File: config.mk
export PLATFORM = sky130hd
export DESIGN_NAME = key_digit_mux_flat
export DESIGN_NICKNAME = d
export VERILOG_FILES = /design/src/rtl/key_digit_mux_pkg.sv /design/src/rtl/key_digit_mux_if.sv /design/src/rtl/key_digit_mux_hex_to_seg.sv /design/src/rtl/key_digit_mux.sv /design/src/flat_wrapper.sv
export SDC_FILE = /design/constraint.sdc
export NUM_CORES = 1
export LEC_CHECK = 0
export CORE_MARGIN = 8
export CORE_UTILIZATION = 30
export CTS_CLUSTER_DIAMETER = 60
export DETAILED_ROUTE_END_ITERATION = 8
export PLACE_DENSITY_LB_ADDON = 0.1
export SYNTH_ARGS = -nofsm -noshare
export SYNTH_HDL_FRONTEND = slang
export SYNTH_SLANG_ARGS = --single-unit
File: constraint.sdc
create_clock -name int_osc -period 4.53 [get_ports int_osc]
set_input_delay 0.906 -clock int_osc [delete_from_list [all_inputs] [get_ports int_osc]]
set_output_delay 0.906 -clock int_osc [all_outputs]
set_load 0.01 [all_outputs]
File: src/rtl/key_digit_mux_pkg.sv
// Shared types and constants for the keypad digit display path:
// scheduler states, keypad legend and active-low seven-segment glyphs.
package key_disp_pkg;

    typedef enum logic [1:0] {
        SHOW_R  = 2'd0,
        BLANK_R = 2'd1,
        SHOW_L  = 2'd2,
        BLANK_L = 2'd3
    } mux_state_t;

    typedef struct packed {
        logic       ok;
        logic [1:0] idx;
    } onecold_t;

    // Indexed [row][col]; each 16-bit row holds col3..col0 from MSB to LSB.
    localparam logic [3:0][3:0][3:0] KEYMAP = 64'hDF0E_C987_B654_A321;

    localparam logic [6:0] SEG_BLANK = 7'h7F;

    // Active-low {g,f,e,d,c,b,a}; entry 0 sits in the least significant slot.
    localparam logic [15:0][6:0] SEG_GLYPH = {
        7'h0E, 7'h06, 7'h21, 7'h46, 7'h03, 7'h08, 7'h10, 7'h00,
        7'h78, 7'h02, 7'h12, 7'h19, 7'h30, 7'h24, 7'h79, 7'h40
    };

    function automatic onecold_t onecold_decode(input logic [3:0] n);
        onecold_t res;
        res = '{ok: 1'b1, idx: 2'd0};
        case (n)
            4'b1110: res.idx = 2'd0;
            4'b1101: res.idx = 2'd1;
            4'b1011: res.idx = 2'd2;
            4'b0111: res.idx = 2'd3;
            default: res.ok  = 1'b0;
        endcase
        return res;
    endfunction

endpackage

File: src/rtl/key_digit_mux_if.sv
// Key event input and display output bundle of key_digit_mux.
interface key_digit_mux_if;
    logic       key_valid;
    logic [7:0] keypress;
    logic [6:0] seg;
    logic [1:0] an;
    logic [7:0] digits;
    logic       key_err;

    modport master (
        output key_valid, keypress,
        input  seg, an, digits, key_err
    );

    modport slave (
        input  key_valid, keypress,
        output seg, an, digits, key_err
    );
endinterface

File: src/rtl/key_digit_mux_hex_to_seg.sv
// Combinational hex nibble to active-low seven-segment glyph.
module hex_to_seg
    import key_disp_pkg::*;
(
    input  logic [3:0] hex_i,
    output logic [6:0] seg_o
);

    assign seg_o = SEG_GLYPH[hex_i];

endmodule

File: src/rtl/key_digit_mux.sv
// Keypad code decode into a two-digit shift register, time-multiplexed
// onto one active-low seven-segment driver with a blanking gap.
module key_digit_mux
    import key_disp_pkg::*;
#(
    parameter int DWELL = 24000,
    parameter int BLANK = 480,
    parameter int CW    = 16
) (
    input logic            int_osc,
    input logic            reset,
    key_digit_mux_if.slave bus
);

    mux_state_t    state_q, state_d;
    logic [CW-1:0] cnt_q, cnt_d;
    logic [3:0]    left_q, left_d, right_q, right_d;
    logic          err_q, err_d;
    logic [1:0]    an_q, an_d;
    logic [6:0]    seg_q, seg_d;

    onecold_t   col_dec, row_dec;
    logic       key_ok;
    logic [3:0] key_hex;
    logic       in_show, cnt_last;
    logic [3:0] sel_digit;
    logic [6:0] sel_seg;

    assign col_dec = onecold_decode(bus.keypress[7:4]);
    assign row_dec = onecold_decode(bus.keypress[3:0]);
    assign key_ok  = col_dec.ok & row_dec.ok;
    assign key_hex = KEYMAP[row_dec.idx][col_dec.idx];

    always_comb begin
        left_d  = left_q;
        right_d = right_q;
        err_d   = bus.key_valid & ~key_ok;
        if (bus.key_valid && key_ok) begin
            left_d  = right_q;
            right_d = key_hex;
        end
    end

    assign in_show  = (state_q == SHOW_R) || (state_q == SHOW_L);
    assign cnt_last = in_show ? (cnt_q == CW'(DWELL - 1))
                              : (cnt_q == CW'(BLANK - 1));

    always_comb begin
        state_d = state_q;
        cnt_d   = cnt_q + 1'b1;
        if (cnt_last) begin
            cnt_d = '0;
            case (state_q)
                SHOW_R:  state_d = BLANK_R;
                BLANK_R: state_d = SHOW_L;
                SHOW_L:  state_d = BLANK_L;
                default: state_d = SHOW_R;
            endcase
        end
    end

    // Display outputs follow the next state so they switch on the same edge
    // as the scheduler; the glyph uses the digit value held before this edge.
    always_comb begin
        an_d      = 2'b11;
        seg_d     = SEG_BLANK;
        sel_digit = right_q;
        case (state_d)
            SHOW_R: begin
                an_d  = 2'b10;
                seg_d = sel_seg;
            end
            SHOW_L: begin
                an_d      = 2'b01;
                sel_digit = left_q;
                seg_d     = sel_seg;
            end
            default: begin
                an_d  = 2'b11;
                seg_d = SEG_BLANK;
            end
        endcase
    end

    hex_to_seg u_hex_to_seg (
        .hex_i (sel_digit),
        .seg_o (sel_seg)
    );

    always_ff @(posedge int_osc or negedge reset) begin
        if (!reset) begin
            state_q <= BLANK_L;
            cnt_q   <= '0;
            left_q  <= 4'h0;
            right_q <= 4'h0;
            err_q   <= 1'b0;
            an_q    <= 2'b11;
            seg_q   <= SEG_BLANK;
        end else begin
            state_q <= state_d;
            cnt_q   <= cnt_d;
            left_q  <= left_d;
            right_q <= right_d;
            err_q   <= err_d;
            an_q    <= an_d;
            seg_q   <= seg_d;
        end
    end

    assign bus.seg     = seg_q;
    assign bus.an      = an_q;
    assign bus.digits  = {left_q, right_q};
    assign bus.key_err = err_q;

endmodule

File: src/flat_wrapper.sv
// flat-port wrapper written by rule: the top's interface ports become plain ports
module key_digit_mux_flat import key_disp_pkg::*;
#(
    parameter int DWELL = 24000,
    parameter int BLANK = 480,
    parameter int CW    = 16
)
  (int_osc, reset, bus_key_valid, bus_keypress, bus_seg, bus_an, bus_digits, bus_key_err);
  key_digit_mux_if bus_i ();
  input logic int_osc;
  input logic reset;
  input wire logic [$bits(bus_i.key_valid)-1:0] bus_key_valid;
  input wire logic [$bits(bus_i.keypress)-1:0] bus_keypress;
  output wire logic [$bits(bus_i.seg)-1:0] bus_seg;
  output wire logic [$bits(bus_i.an)-1:0] bus_an;
  output wire logic [$bits(bus_i.digits)-1:0] bus_digits;
  output wire logic [$bits(bus_i.key_err)-1:0] bus_key_err;
  assign bus_i.key_valid = bus_key_valid;
  assign bus_i.keypress = bus_keypress;
  assign bus_seg = bus_i.seg;
  assign bus_an = bus_i.an;
  assign bus_digits = bus_i.digits;
  assign bus_key_err = bus_i.key_err;
  key_digit_mux #(.DWELL(DWELL), .BLANK(BLANK), .CW(CW)) u_core (.int_osc(int_osc), .reset(reset), .bus(bus_i));
endmodule
=== Word level (Yosys, flattened, before mapping) ===
Memory sizes are Yosys's and may differ from the RTL's.
Index checks and enable logic that the tools add are counted.

* Bits in registers: 36
* Output and inout bits: 18
* Word-level logic and storage cells: 51
* Memories: 1
* Bits in read-only memories: 112

* Muxes and demuxes: 16
* Add/sub/neg operators: 1
* Reduce and logical (&&, ||, !) cells: 7
* Eq/ne operators: 13
* $lt $le $gt $ge: 3
* Bitwise gates (word level): 3

{| class="wikitable"
|+ Memory list
! name !! depth !! width !! rd ports !! clocked after Yosys merged registers in !! wr ports !! RTL line !! text
|-
| (no name shown) || 16 || 7 || 1 || 0 || 0 || key_digit_mux_hex_to_seg.sv:9 || <nowiki>assign seg_o = SEG_GLYPH[hex_i];</nowiki>
|}

{| class="wikitable"
|+ Operator list
! cell !! count
|-
| binary-select mux 16 bit (select 2 bit) || 1
|-
| two-way mux 16 bit || 2
|-
| equality test 4 bit (second input constant) || 6
|-
| case mux 2 bit (3 select lines) || 3
|-
| adder 16 x 1 -> 16 bit (second input constant) || 1
|-
| equality test 16 x 15 -> 1 bit (second input constant) || 1
|-
| equality test 16 x 9 -> 1 bit (second input constant) || 1
|-
| two-way mux 7 bit || 2
|-
| binary-select mux 4 bit (select 2 bit) || 1
|-
| equality test 4 x 3 -> 1 bit (second input constant) || 2
|-
| two-way mux 4 bit || 2
|-
| OR reduction 4 bit || 2
|-
| < comparator 2 x 3 -> 1 bit (second input constant) || 2
|-
| < comparator 4 x 5 -> 1 bit (second input constant) || 1
|-
| equality test 2 bit (second input constant) || 2
|-
| logical NOT 2 bit || 2
|-
| case mux 2 bit (2 select lines) || 1
|-
| two-way mux 1 bit || 3
|-
| AND 1 bit || 2
|-
| equality test 2 x 1 -> 1 bit (second input constant) || 1
|-
| two-way mux 2 bit || 1
|-
| OR reduction 2 bit || 1
|-
| logical AND 1 bit || 1
|-
| logical OR 1 bit || 1
|-
| NOT 1 bit || 1
|}

=== Longest topological paths before layout ===
Gate-level depths: netlist (run 1).

* Word-level depth: 9
* Gate-level depth with buffers: 15

=== Hierarchy ===
A second synthesis (run 1) with hierarchy kept.

* Cells, all modules: 222
* Area, all modules: 2135.8 µm²

{| class="wikitable"
|+ Modules (own cells, without submodules)
! module !! instances !! cells each !! area an instance (µm²)
|-
| key_digit_mux || 1 || 187 || 1888.1
|-
| hex_to_seg || 1 || 35 || 247.7
|}

=== Least setup slack after synthesis (run 1) ===
No wires, ideal clock.

* Kind: register to register
* From: register u_core.state_q[0]
* To: register u_core.seg_q[3] (netlist: u_core.bus.seg[3])
* Buffers on the path: 2
* Clock period less this slack: 2.973 ns
* Data arrival time: 2.879 ns
* Stages on the path, launching flop included: 16
* Path slack: 1.557 ns
* Cells stage by stage: dfstp_2 inv_1 ha_1 or2_1 nand4_1 a21boi_4 o31a_2 buf_6 buf_8 mux2i_1 inv_1 ha_1 inv_1 a211oi_1 a2111oi_0 a31oi_1

* Cells in the longest elaborated chain, start to end: 9
* Elaborated cells between the ends (all ways): 14

{| class="wikitable"
|+ RTL lines
! what !! RTL line !! text
|-
| from (decl) || key_digit_mux.sv:15 || <nowiki>mux_state_t state_q, state_d;</nowiki>
|-
| from (signal assigned) || key_digit_mux.sv:100 || <nowiki>state_q <= state_d;</nowiki>
|-
| equality test 2 bit or logical NOT 2 bit (tied branches) || key_digit_mux.sv:44, key_digit_mux.sv:53 ||
|-
| logical OR 1 bit || key_digit_mux.sv:44 || <nowiki>assign in_show = (state_q == SHOW_R) || (state_q == SHOW_L);</nowiki>
|-
| two-way mux 1 bit || key_digit_mux.sv:45 || <nowiki>assign cnt_last = in_show ? (cnt_q == CW'(DWELL - 1))</nowiki>
|-
| two-way mux 2 bit * || key_digit_mux.sv:51 || <nowiki>if (cnt_last) begin</nowiki>
|-
| equality test 2 bit || key_digit_mux.sv:68 || <nowiki>case (state_d)</nowiki>
|-
| two-way mux 4 bit || key_digit_mux.sv:68 ||
|-
| memory read (16 x 7 bit) || - ||
|-
| two-way mux 7 bit (not written as such) || key_digit_mux_hex_to_seg.sv:9 ||
|-
| two-way mux 7 bit * || key_digit_mux.sv:68 ||
|-
| via u_core.seg_d[3] || key_digit_mux.sv:20 || <nowiki>logic [6:0] seg_q, seg_d;</nowiki>
|-
| to (signal assigned) || key_digit_mux.sv:106 || <nowiki>seg_q <= seg_d;</nowiki>
|-
| to (decl) || key_digit_mux.sv:20 ||
|}

The timed path passes the listed nets; every way through them passes the cells marked *. The select of a mux whose other input is x is not followed.
A chain may end at the register's enable or synchronous reset.

=== Worst setup path in the final report (run 1) ===
Same ends and word-level chain as after synthesis.

==> results.sh, run 1 <==
export IMPL_grt_max_degree=37
export IMPL_finalClockSkew_ns=0.009009
export IMPL_grtUsageMet1_pct=12.01
export IMPL_wl_per_cell_microns=13.31
export IMPL_dr_pass1_iters=4
export IMPL_drt_iter0_drc=40
export IMPL_synth_edf_count=0
export IMPL_grt_busiest_layer="met2"
export IMPL_grt_pass1_wl_mm=8.259
export IMPL_ir_drop_mv=0.1070
export IMPL_use_met2_pct=16.15
export IMPL_setup_tns_final_ns=0
export IMPL_cts_tree="yes"
export IMPL_num_nets_final=273
export IMPL_port_buffers=28
export IMPL_area_growth_pct=19.61
export IMPL_cts_hold_buf=0
export IMPL_ys_seq_area_share_pct=41.68
export IMPL_critical_path_max_stage_delay_ns=0.53
export IMPL_final_area_sq_mm=0.002625
export IMPL_cp_cell_sequence="inv_1 > ha_1 > nor2_1 > nand3_1 > a21boi_4 > o31a_2 > mux2i_1 > inv_1 > ha_1 > inv_1 > a211oi_1 > a2111oi_0 > a31oi_1"
export IMPL_post_place_ws_ns=1.125
export IMPL_fp_dieArea_sq_mm=0.01031
export IMPL_yosys_area_share_simple_pct=20.41
export IMPL_slew_viol_final=0
export IMPL_yosys_warnings=0
export IMPL_globalRouteTotalUtil_pct=9.984
export IMPL_max_slew_worst_pin_slew_ns=0.7927
export IMPL_vias_per_cell=4.816
export IMPL_syn_area_per_cell_sq_um=9.711
export IMPL_cts_buffers=5
export IMPL_cap_violations=0
export IMPL_synth_cells=226
export IMPL_synth_flop_cell="dfrtp_1"
export IMPL_status="complete, no violations"
export IMPL_initial_utilization_pct=30.58
export IMPL_utilization_pct=36.58
export IMPL_synth_cell_types=52
export IMPL_synth_top_family_by_area="simple AND/OR/NAND/NOR gates"
export IMPL_max_freq_mhz=293.5
export IMPL_timing_rr_end="u_core.bus.seg[3]$_DFF_PN1_"
export IMPL_diodes=0
export IMPL_rsz0062_at_grt="false"
export IMPL_cts_htree_levels=2
export IMPL_netlist_area_sq_mm=0.002195
export IMPL_crit_fanout=17
export IMPL_hold_start="u_core.cnt_q[0]$_DFF_PN0_"
export IMPL_synth_compound_area_share_pct=12.71
export IMPL_grt_use_met3_pct=2.543
export IMPL_dieWidth_microns=101.5
export IMPL_cts_root_buf="clkbuf_8"
export IMPL_worstReg2RegStart="u_core.state_q[0]$_DFF_PN1_"
export IMPL_coreArea_sq_mm=0.007176
export IMPL_placement_rows=31
export IMPL_endpoint_kind="flip-flop"
export IMPL_synth_fa_ha_area_share_pct=5.131
export IMPL_place_area_sq_mm=0.002545
export IMPL_overflow=0
export IMPL_cp_arrival_ns=3.59
export IMPL_yosysTopAreaCellShare_pct=28.51
export IMPL_reg2reg_slack_ns=1.12
export IMPL_postCtsSetupRepairBufs=0
export IMPL_drive_gt1_share_pct=12.99
export IMPL_synth_xor_area_share_pct=6.385
export IMPL_vias=1700
export IMPL_setup_viol=0
export IMPL_ys_ff_latch=36
export IMPL_cp_num_buf_inv=3
export IMPL_cp_depth=13
export IMPL_finalHoldViolations=0
export IMPL_place_hpwl_mm=3.461
export IMPL_start_kind="flip-flop"
export IMPL_crit_type="flip-flop to flip-flop"
export IMPL_path_common_cell="inv_1"
export IMPL_async_reset_ff_share_pct=100.0
export IMPL_min_path_type="flip-flop to flip-flop"
export IMPL_drc=0
export IMPL_mostFrequentLayoutCell="clkdlybuf4s50_1"
export IMPL_p_leak_nw=1.092
export IMPL_routed_wl_mm=4.698
export IMPL_clk_pin_slew_ns=0.07
export IMPL_antenna_found_initial=0
export IMPL_worstRegToRegCells=13
export IMPL_grt_pass1_vias=1787
export IMPL_crit_family="compound AO/OA/AOI/OAI gates"
export IMPL_setup_ws_ns=1.123
export IMPL_synth_nets=246
export IMPL_layout_min_cycle_time_ns=3.407
export IMPL_cts_max_path_buffers=2
export IMPL_period_share_pct=75.21
export IMPL_place_gp_congestion=0.7695
export IMPL_slowest_stage="dfstp_2"
export IMPL_io_pins=29
export IMPL_die_h_microns=101.5
export IMPL_synth_area_top_cells="dfrtp_1 (29%), dfstp_2 (13%), ha_1 (5.1%)"
export IMPL_whs_path_depth=1
export IMPL_synth_top_cell_by_area="dfrtp_1"
export IMPL_required_ns=4.72
export IMPL_synth_area_mux_share_pct=9.407
export IMPL_final_cell_mix="clkdlybuf4s50_1 (27), dfrtp_1 (25), nor2_1 (20)"
export IMPL_ant_nets=0
export IMPL_holdPathEnd="u_core.cnt_q[0]$_DFF_PN0_"
export IMPL_powerDensity_mw_per_mm2=360.4
export IMPL_post_cts_resized=0
export IMPL_clkSinkCount=36
export IMPL_clock_latency_ns=0.28
export IMPL_relSlewSlack_pct=47.15
==> cells in the mapped netlist, types with 2 or more instances <==
cell      number
ha_1           9
nor3_1         3
mux2_2         9
xor2_1         7
nand2b_1       4
nand3_1       15
inv_1         12
nand2_1       17
a32oi_1        2
nand3b_1       2
xnor2_1        9
o21ai_0        9
o21ai_1        4
dfrtp_1       25
nor2b_1        6
dfstp_2       11
mux2i_1        8
nor2_1        20
o311ai_1       2
a21oi_1       11
nor3b_1        2
clkbuf_1       6
a221o_1        2
and3_1         3
==> report_power, final <==
group	switching, W	internal, W
combinational	0.000138	0.000167
sequential	0.0000410	0.000385
clock	0.000105	0.000109
total	0.000285	0.000662
==> stage by stage <==
step	power (W)	std cells	hold WS (ns)
after floorplan	0.0005906	226	0.4479
after CTS	0.0009656	353	0.4817
after detailed placement	0.0007423	345	0.4727
after global routing	0.001018	353	0.4972
final	0.0009461	353	0.4763
after global placement	0.0007430	345	0.4694
==> routing by layer <==
metal	wire, microns	part of all wire, %
met5	0	0
met3	176	3.7
met1	2250	48
met4	107	2.3
met2	2164	46
==> kinds of logic after synthesis <==
kind of cell | Yosys count
and+or+nand+nor | 84
AOI/OAI and AO/OA | 42
DFF | 36
buffers and inverters | 20
muxes | 19
xor gates and xnor gates | 16
adders and majority gates | 9
==> flip-flops by register name, summed over array words and instances, names as in the netlist <==
| signal | cells |
|---|---|
| u_core.cnt_q | 16 |
| u_core.bus.seg | 7 |
| u_core.left_q | 4 |
| u_core.right_q | 4 |
| u_core.bus.an | 2 |
| u_core.state_q | 2 |
| u_core.bus.key_err | 1 |
==> area by class of cell <==
cell class | count | area [sq um]
repair buffers | 28 | 275.3
fillers | 725 | 4551
well taps | 99 | 123.9
flip-flops and latches | 36 | 914.6
inverters | 12 | 45.04
multi-input cells | 170 | 1186
clock buffers | 8 | 80.08
==> worst max path at each step <==
stage | startpoint | end | slack (ns)
6_report | u_core.state_q[0]$_DFF_PN1_ | u_core.bus.seg[3]$_DFF_PN1_ | 1.12
5_1_grt | u_core.cnt_q[0]$_DFF_PN0_ | u_core.bus.seg[3]$_DFF_PN1_ | 0.85
4_1_cts | u_core.state_q[0]$_DFF_PN1_ | u_core.bus.seg[3]$_DFF_PN1_ | 1.09
3_5_place_dp | u_core.state_q[0]$_DFF_PN1_ | u_core.bus.seg[3]$_DFF_PN1_ | 1.12
3_3_place_gp | u_core.cnt_q[0]$_DFF_PN0_ | u_core.bus.seg[5]$_DFF_PN1_ | 1.23
2_1_floorplan | u_core.state_q[0]$_DFF_PN1_ | u_core.bus.seg[3]$_DFF_PN1_ | 1.56
No activity file was read; power rests on OpenSTA's default activity.
==> run 2: changes to the inputs <==
Clock period 4.53 ns to 3 ns, I/O delays scaled along.
==> results.sh, run 2 (same netlist as run 1, synthesis figures left out) <==
export IMPL_coreArea_sq_mm=0.007176
export IMPL_multi_input_area_sq_mm=0.001204
export IMPL_clock_latency_ns=0.30
export IMPL_start_kind="flip-flop"
export IMPL_relSlewSlack_pct=46.10
export IMPL_setup_tns_final_ns=0
export IMPL_routed_wl_mm=4.697
export IMPL_wl_per_cell_microns=13.16
export IMPL_largest_reg_flops=16
export IMPL_status="complete, no violations"
export IMPL_dieWidth_microns=101.5
export IMPL_area_growth_pct=21.84
export IMPL_reg2reg_slack_ns=0.18
export IMPL_worstRegToRegCells=12
export IMPL_timing_rr_end="u_core.bus.seg[3]$_DFF_PN1_"
export IMPL_min_path_type="input port to asynchronous set/reset pin"
export IMPL_top_layer_used="met4"
export IMPL_die_h_microns=101.5
export IMPL_cp_arrival_ns=3.03
export IMPL_setup_viol=0
export IMPL_dr_pass1_iters=4
export IMPL_postCtsSetupRepairBufs=0
export IMPL_num_nets_final=277
export IMPL_ir_drop_mv=0.1873
export IMPL_cts_hold_buf=0
export IMPL_total_power_w=0.001457
export IMPL_switching_share_pct=30.76
export IMPL_slowest_stage="dfstp_2"
export IMPL_place_gp_congestion=0.7943
export IMPL_ant_nets=0
export IMPL_placement_rows=31
export IMPL_pwr_share_seq_pct=44.7
export IMPL_period_share_pct=93.93
export IMPL_vias_per_cell=4.728
export IMPL_drt_iter0_drc=37
export IMPL_required_ns=3.21
export IMPL_post_cts_resized=0
export IMPL_p_leak_nw=1.104
export IMPL_worstReg2RegStart="u_core.state_q[0]$_DFF_PN1_"
export IMPL_m1WireLength_mm=2.266
export IMPL_drive_gt1_share_pct=15.50
export IMPL_fp_dieArea_sq_mm=0.01031
export IMPL_nFillCells=736
export IMPL_cts_buffers=5
export IMPL_route_met3_wl_microns=177
export IMPL_regArea_sq_um=914.6
export IMPL_io_pins=29
export IMPL_dr_wl_met2_mm=2.159
export IMPL_cts_tree="yes"
export IMPL_cp_cell_sequence="inv_1 > ha_1 > or2_1 > nand4_1 > a21boi_4 > o31a_2 > mux2i_2 > buf_4 > ha_1 > inv_1 > mux2_1 > a31oi_1"
export IMPL_grt_max_degree=37
export IMPL_regMostFlops="u_core.cnt_q"
export IMPL_combPwrFrac_pct=32.3
export IMPL_slew_viol_final=0
export IMPL_globalRouteTotalUtil_pct=10.12
export IMPL_clkPwrFrac_pct=23.0
export IMPL_endpoint_kind="flip-flop"
export IMPL_place_hpwl_mm=3.446
export IMPL_grt_pass1_vias=1750
export IMPL_layout_min_cycle_time_ns=2.818
export IMPL_antenna_found_initial=0
export IMPL_finalHoldViolations=0
export IMPL_vias=1688
export IMPL_crit_fanout=7
export IMPL_crit_type="flip-flop to flip-flop"
export IMPL_max_slew_worst_pin_slew_ns=0.8084
export IMPL_powerDensity_mw_per_mm2=545.0
export IMPL_clk_pin_slew_ns=0.08
export IMPL_mostFrequentLayoutCell="clkdlybuf4s50_1"
export IMPL_switchingPower_w=0.0004482
export IMPL_critical_path_max_stage_delay_ns=0.53
export IMPL_cts_root_buf="clkbuf_8"
export IMPL_initial_utilization_pct=30.58
export IMPL_diodes=0
export IMPL_grt_pass1_wl_mm=8.252
export IMPL_overflow=0
export IMPL_cap_violations=0
export IMPL_clkSinkCount=36
export IMPL_cts_max_path_buffers=2
export IMPL_finalClockSkew_ns=0.01449
export IMPL_timing_hold_ws_ns=0.3931
export IMPL_drc=0
export IMPL_cp_num_buf_inv=3
export IMPL_crit_family="compound AO/OA/AOI/OAI gates"
export IMPL_cts_htree_levels=2
export IMPL_p_int_w=0.001009
export IMPL_port_buffers=28
export IMPL_final_cell_mix="clkdlybuf4s50_1 (27), dfrtp_1 (25), nor2_1 (20)"
export IMPL_max_freq_mhz=354.9
run 2: power by group through the flow:
stage          sequential, W  combinational, W  clock [W]
2_1_floorplan       0.000671          0.000221          0
3_3_place_gp        0.000655          0.000473          0
3_5_place_dp        0.000655          0.000469          0
4_1_cts             0.000646          0.000470   0.000353
5_1_grt             0.000665          0.000526   0.000375
6_report            0.000652          0.000471   0.000335
run 2: metrics by stage:
step | utilization (%) | instance area, sq um | std cells | worst slack [ns]
after floorplan | - | 2195 | 226 | 0.02723
after global placement | 35.88 | 2575 | 349 | 0.1321
after detailed placement | 35.88 | 2575 | 349 | 0.07381
after CTS | 37.02 | 2656 | 357 | 0.04591
after global routing | 37.26 | 2674 | 357 | -0.004428
final | 37.26 | 2674 | 357 | 0.1820
run 2: worst max-delay path by stage:
stage                                 from                          end  slack [ns]  depth (start not counted)
2_1_floorplan  u_core.state_q[0]$_DFF_PN1_  u_core.bus.seg[3]$_DFF_PN1_        0.03                         15
3_3_place_gp   u_core.state_q[0]$_DFF_PN1_  u_core.bus.seg[3]$_DFF_PN1_        0.13                         12
3_5_place_dp   u_core.state_q[0]$_DFF_PN1_  u_core.bus.seg[3]$_DFF_PN1_        0.07                         11
4_1_cts        u_core.state_q[0]$_DFF_PN1_  u_core.bus.seg[3]$_DFF_PN1_        0.05                         11
5_1_grt        u_core.state_q[0]$_DFF_PN1_  u_core.bus.seg[3]$_DFF_PN1_      -0.004                         13
6_report       u_core.state_q[0]$_DFF_PN1_  u_core.bus.seg[3]$_DFF_PN1_        0.18                         12
run 2: cell type report:
cell class	count	share of cell area, %
Inverter	12	1.685
Timing Repair Buffer	32	11.42
Sequential cell	36	34.21
Multi-Input combinational cell	170	45.02
Tap cell	99	4.633
Clock buffer	7	2.854
Clock inverter	1	0.1872
run 2: per-layer routing:
layer,GRT usage [%],up-vias
li1,-,856
met1,12.12,795
met2,16.60,29
met3,2.474,8
met4,4.811,0
met5,0,-
==> run 3: changes to the inputs <==
Settings changed: SYNTH_HIERARCHICAL set to 1.
==> results.sh, run 3 <==
export IMPL_mostFrequentLayoutCell="clkdlybuf4s50_1"
export IMPL_fp_dieArea_sq_mm=0.01008
export IMPL_slowest_stage="dfstp_2"
export IMPL_globalRouteTotalUtil_pct=10.13
export IMPL_path_common_cell="buf_4"
export IMPL_finalClockSkew_ns=0.004263
export IMPL_regArea_sq_um=914.6
export IMPL_cp_cell_sequence="inv_4 > ha_4 > nor4b_4 > a21oi_2 > a2111oi_4 > mux2i_2 > buf_4 > mux2_4 > buf_4 > mux2_2 > nand2_1 > o21ai_1 > nand2b_1"
export IMPL_synth_top_cell_by_area="dfrtp_1"
export IMPL_dieWidth_microns=100.4
export IMPL_place_gp_congestion=0.7766
export IMPL_ys_seq_area_share_pct=42.82
export IMPL_cts_htree_levels=2
export IMPL_cts_buffers=5
export IMPL_ant_nets=0
export IMPL_io_pins=29
export IMPL_synth_cell_types=42
export IMPL_max_freq_mhz=348.3
export IMPL_grt_pass1_vias=1757
export IMPL_max_slew_worst_pin_slew_ns=0.8217
export IMPL_yosysTopAreaCellShare_pct=29.29
export IMPL_dr_pass1_iters=4
export IMPL_powerDensity_mw_per_mm2=556.8
export IMPL_nFillCells=701
export IMPL_routed_wl_mm=4.629
export IMPL_drc=0
export IMPL_antenna_found_initial=0
export IMPL_cts_tree="yes"
export IMPL_netlist_area_sq_mm=0.002136
export IMPL_cts_hold_buf=0
export IMPL_clk_pin_slew_ns=0.07
export IMPL_async_reset_ff_share_pct=100.0
export IMPL_required_ns=3.22
export IMPL_area_growth_pct=29.06
export IMPL_synth_edf_count=0
export IMPL_start_kind="flip-flop"
export IMPL_initial_utilization_pct=31.26
export IMPL_vias=1706
export IMPL_place_hpwl_mm=3.468
export IMPL_syn_area_per_cell_sq_um=9.621
export IMPL_multi_input_area_sq_mm=0.001215
export IMPL_diodes=0
export IMPL_yosys_warnings=6
export IMPL_utilization_pct=40.35
export IMPL_num_nets_final=280
export IMPL_synth_nets=243
export IMPL_min_path_type="input port to asynchronous set/reset pin"
export IMPL_relSlewSlack_pct=45.22
export IMPL_synth_flop_cell="dfrtp_1"
export IMPL_synth_most_common_cell="dfrtp_1"
export IMPL_p_leak_nw=1.135
export IMPL_drt_iter0_drc=31
export IMPL_largest_reg_flops=16
export IMPL_die_h_microns=100.4
export IMPL_synth_area_top_cells="dfrtp_1 (29%), dfstp_2 (14%), mux2_2 (6.3%)"
export IMPL_cts_max_path_buffers=2
export IMPL_vias_per_cell=4.792
export IMPL_drive_gt1_share_pct=24.23
export IMPL_overflow=0
export IMPL_slew_viol_final=0
export IMPL_finalHoldViolations=0
export IMPL_setup_tns_final_ns=0
export IMPL_coreArea_sq_mm=0.006832
export IMPL_period_share_pct=95.69
export IMPL_status="complete, no violations"
export IMPL_clock_latency_ns=0.28
export IMPL_endpoint_kind="flip-flop"
export IMPL_crit_fanout=5
export IMPL_crit_type="flip-flop to flip-flop"
export IMPL_wl_per_cell_microns=13.00
export IMPL_placement_rows=30
export IMPL_cp_arrival_ns=3.09
export IMPL_ir_drop_mv=0.1738
export IMPL_grt_max_degree=37
export IMPL_synth_common_cells="dfrtp_1 (25), nor2_1 (23), nand2_1 (16)"
export IMPL_ys_ff_latch=36
export IMPL_setup_viol=0
export IMPL_critical_path_max_stage_delay_ns=0.55
export IMPL_clkSinkCount=36
export IMPL_layout_min_cycle_time_ns=2.871
export IMPL_synth_cells=222
export IMPL_regMostFlops="u_core/cnt_q"
export IMPL_cts_root_buf="clkbuf_8"
export IMPL_port_buffers=28
export IMPL_final_cell_mix="clkdlybuf4s50_1 (27), dfrtp_1 (25), nor2_1 (23)"
export IMPL_cap_violations=0
export IMPL_rsz0062_at_grt="true"
export IMPL_grt_pass1_wl_mm=8.176
-- run 3: cell count changes in the layout (fill, tap and decap cells not counted), sizes merged, moves of 3 or more --
cell    delta
nor2b      -4
mux2i      -6
nand2b     +8
a21oi      -5
o22ai      +4
o21ai      -3
nor2       +3
buf        +8
-- run 3: where the power goes --
part	switching, W	internal, W	total (W)
Combinational	0.000244	0.000306	0.000551
Sequential	0.0000413	0.000589	0.000630
Clock	0.000171	0.000183	0.000354
-- run 3: cell families (layout without fill, tap and decap cells) --
family / count (synthesis) / count (layout) / share of synthesized area, %
DFF: 36 / 36 / 42.82
and+or+nand+nor: 89 / 89 / 21.56
AOI/OAI and AO/OA: 34 / 34 / 10.90
muxes: 15 / 15 / 7.733
xor gates and xnor gates: 17 / 17 / 6.972
adders and majority gates: 10 / 10 / 5.858
buffers and inverters: 21 / 59 / 4.160
-- run 3: worst paths after layout --
path / slack, ns / end / cells past startpoint / startpoint
min in group int_osc: 0.49 / u_core/cnt_q[15]$_DFF_PN0_ / 1 / u_core/cnt_q[15]$_DFF_PN0_
worst max-delay path: 0.13 / u_core/bus.seg[1]$_DFF_PN1_ / 13 / u_core/state_q[0]$_DFF_PN1_
worst max register to register: 0.13 / u_core/bus.seg[1]$_DFF_PN1_ / 13 / u_core/state_q[0]$_DFF_PN1_
worst min register to register: 0.49 / u_core/cnt_q[15]$_DFF_PN0_ / 1 / u_core/cnt_q[15]$_DFF_PN0_
max in group asynchronous: 2.07 / u_core/left_q[0]$_DFFE_PN0P_ / 1 / reset
worst min-delay path: 0.41 / u_core/cnt_q[1]$_DFF_PN0_ / 1 / reset
-- run 3: repair_timing --
action	4_1_cts	5_1_grt
setup buffers	1	2
setup endpoints to repair	1	6
gates resized for setup	0	5
pin swaps	0	2
-- run 3: stage by stage --
stage	total power (W)	cells	setup WS (ns)	instance area (sq um)	hold WS [ns]
2_1_floorplan	0.0009442	222	-0.1054	2212	0.3044
3_3_place_gp	0.001177	345	0.02608	2628	0.4784
3_5_place_dp	0.001176	345	-0.01998	2628	0.4759
4_1_cts	0.001545	354	0.01892	2728	0.4356
5_1_grt	0.001643	356	-0.04947	2756	0.4647
6_report	0.001535	356	0.1292	2756	0.4093
-- run 3: critical path: cells and delay by family (launching register included) --
| family | cells | cell delay, ns |
|---|---|---|
| flip-flops | 1 | 0.55 |
| multiplexers | 3 | 0.85 |
| adder cells (fa/ha/maj) | 1 | 0.16 |
| AO/OA/AOI/OAI | 3 | 0.39 |
| buffers and inverters | 3 | 0.36 |
| AND/OR/NAND/NOR | 3 | 0.49 |
-- run 3: area by class of cell --
cell class | instances | share of cell area, %
Sequential cell | 36 | 33.18
Clock buffer | 6 | 2.996
Multi-Input combinational cell | 165 | 44.08
Inverter | 11 | 1.770
Clock inverter | 2 | 0.3631
Tap cell | 96 | 4.358
Timing Repair Buffer | 40 | 13.25
-- run 3: routing by layer --
layer,vias to the layer above,global-route usage (%),wire (microns)
li1,839,-,-
met1,831,11.51,2151
met2,31,17.28,2230
met3,5,2.630,173
met4,0,4.767,73
met5,-,0,0
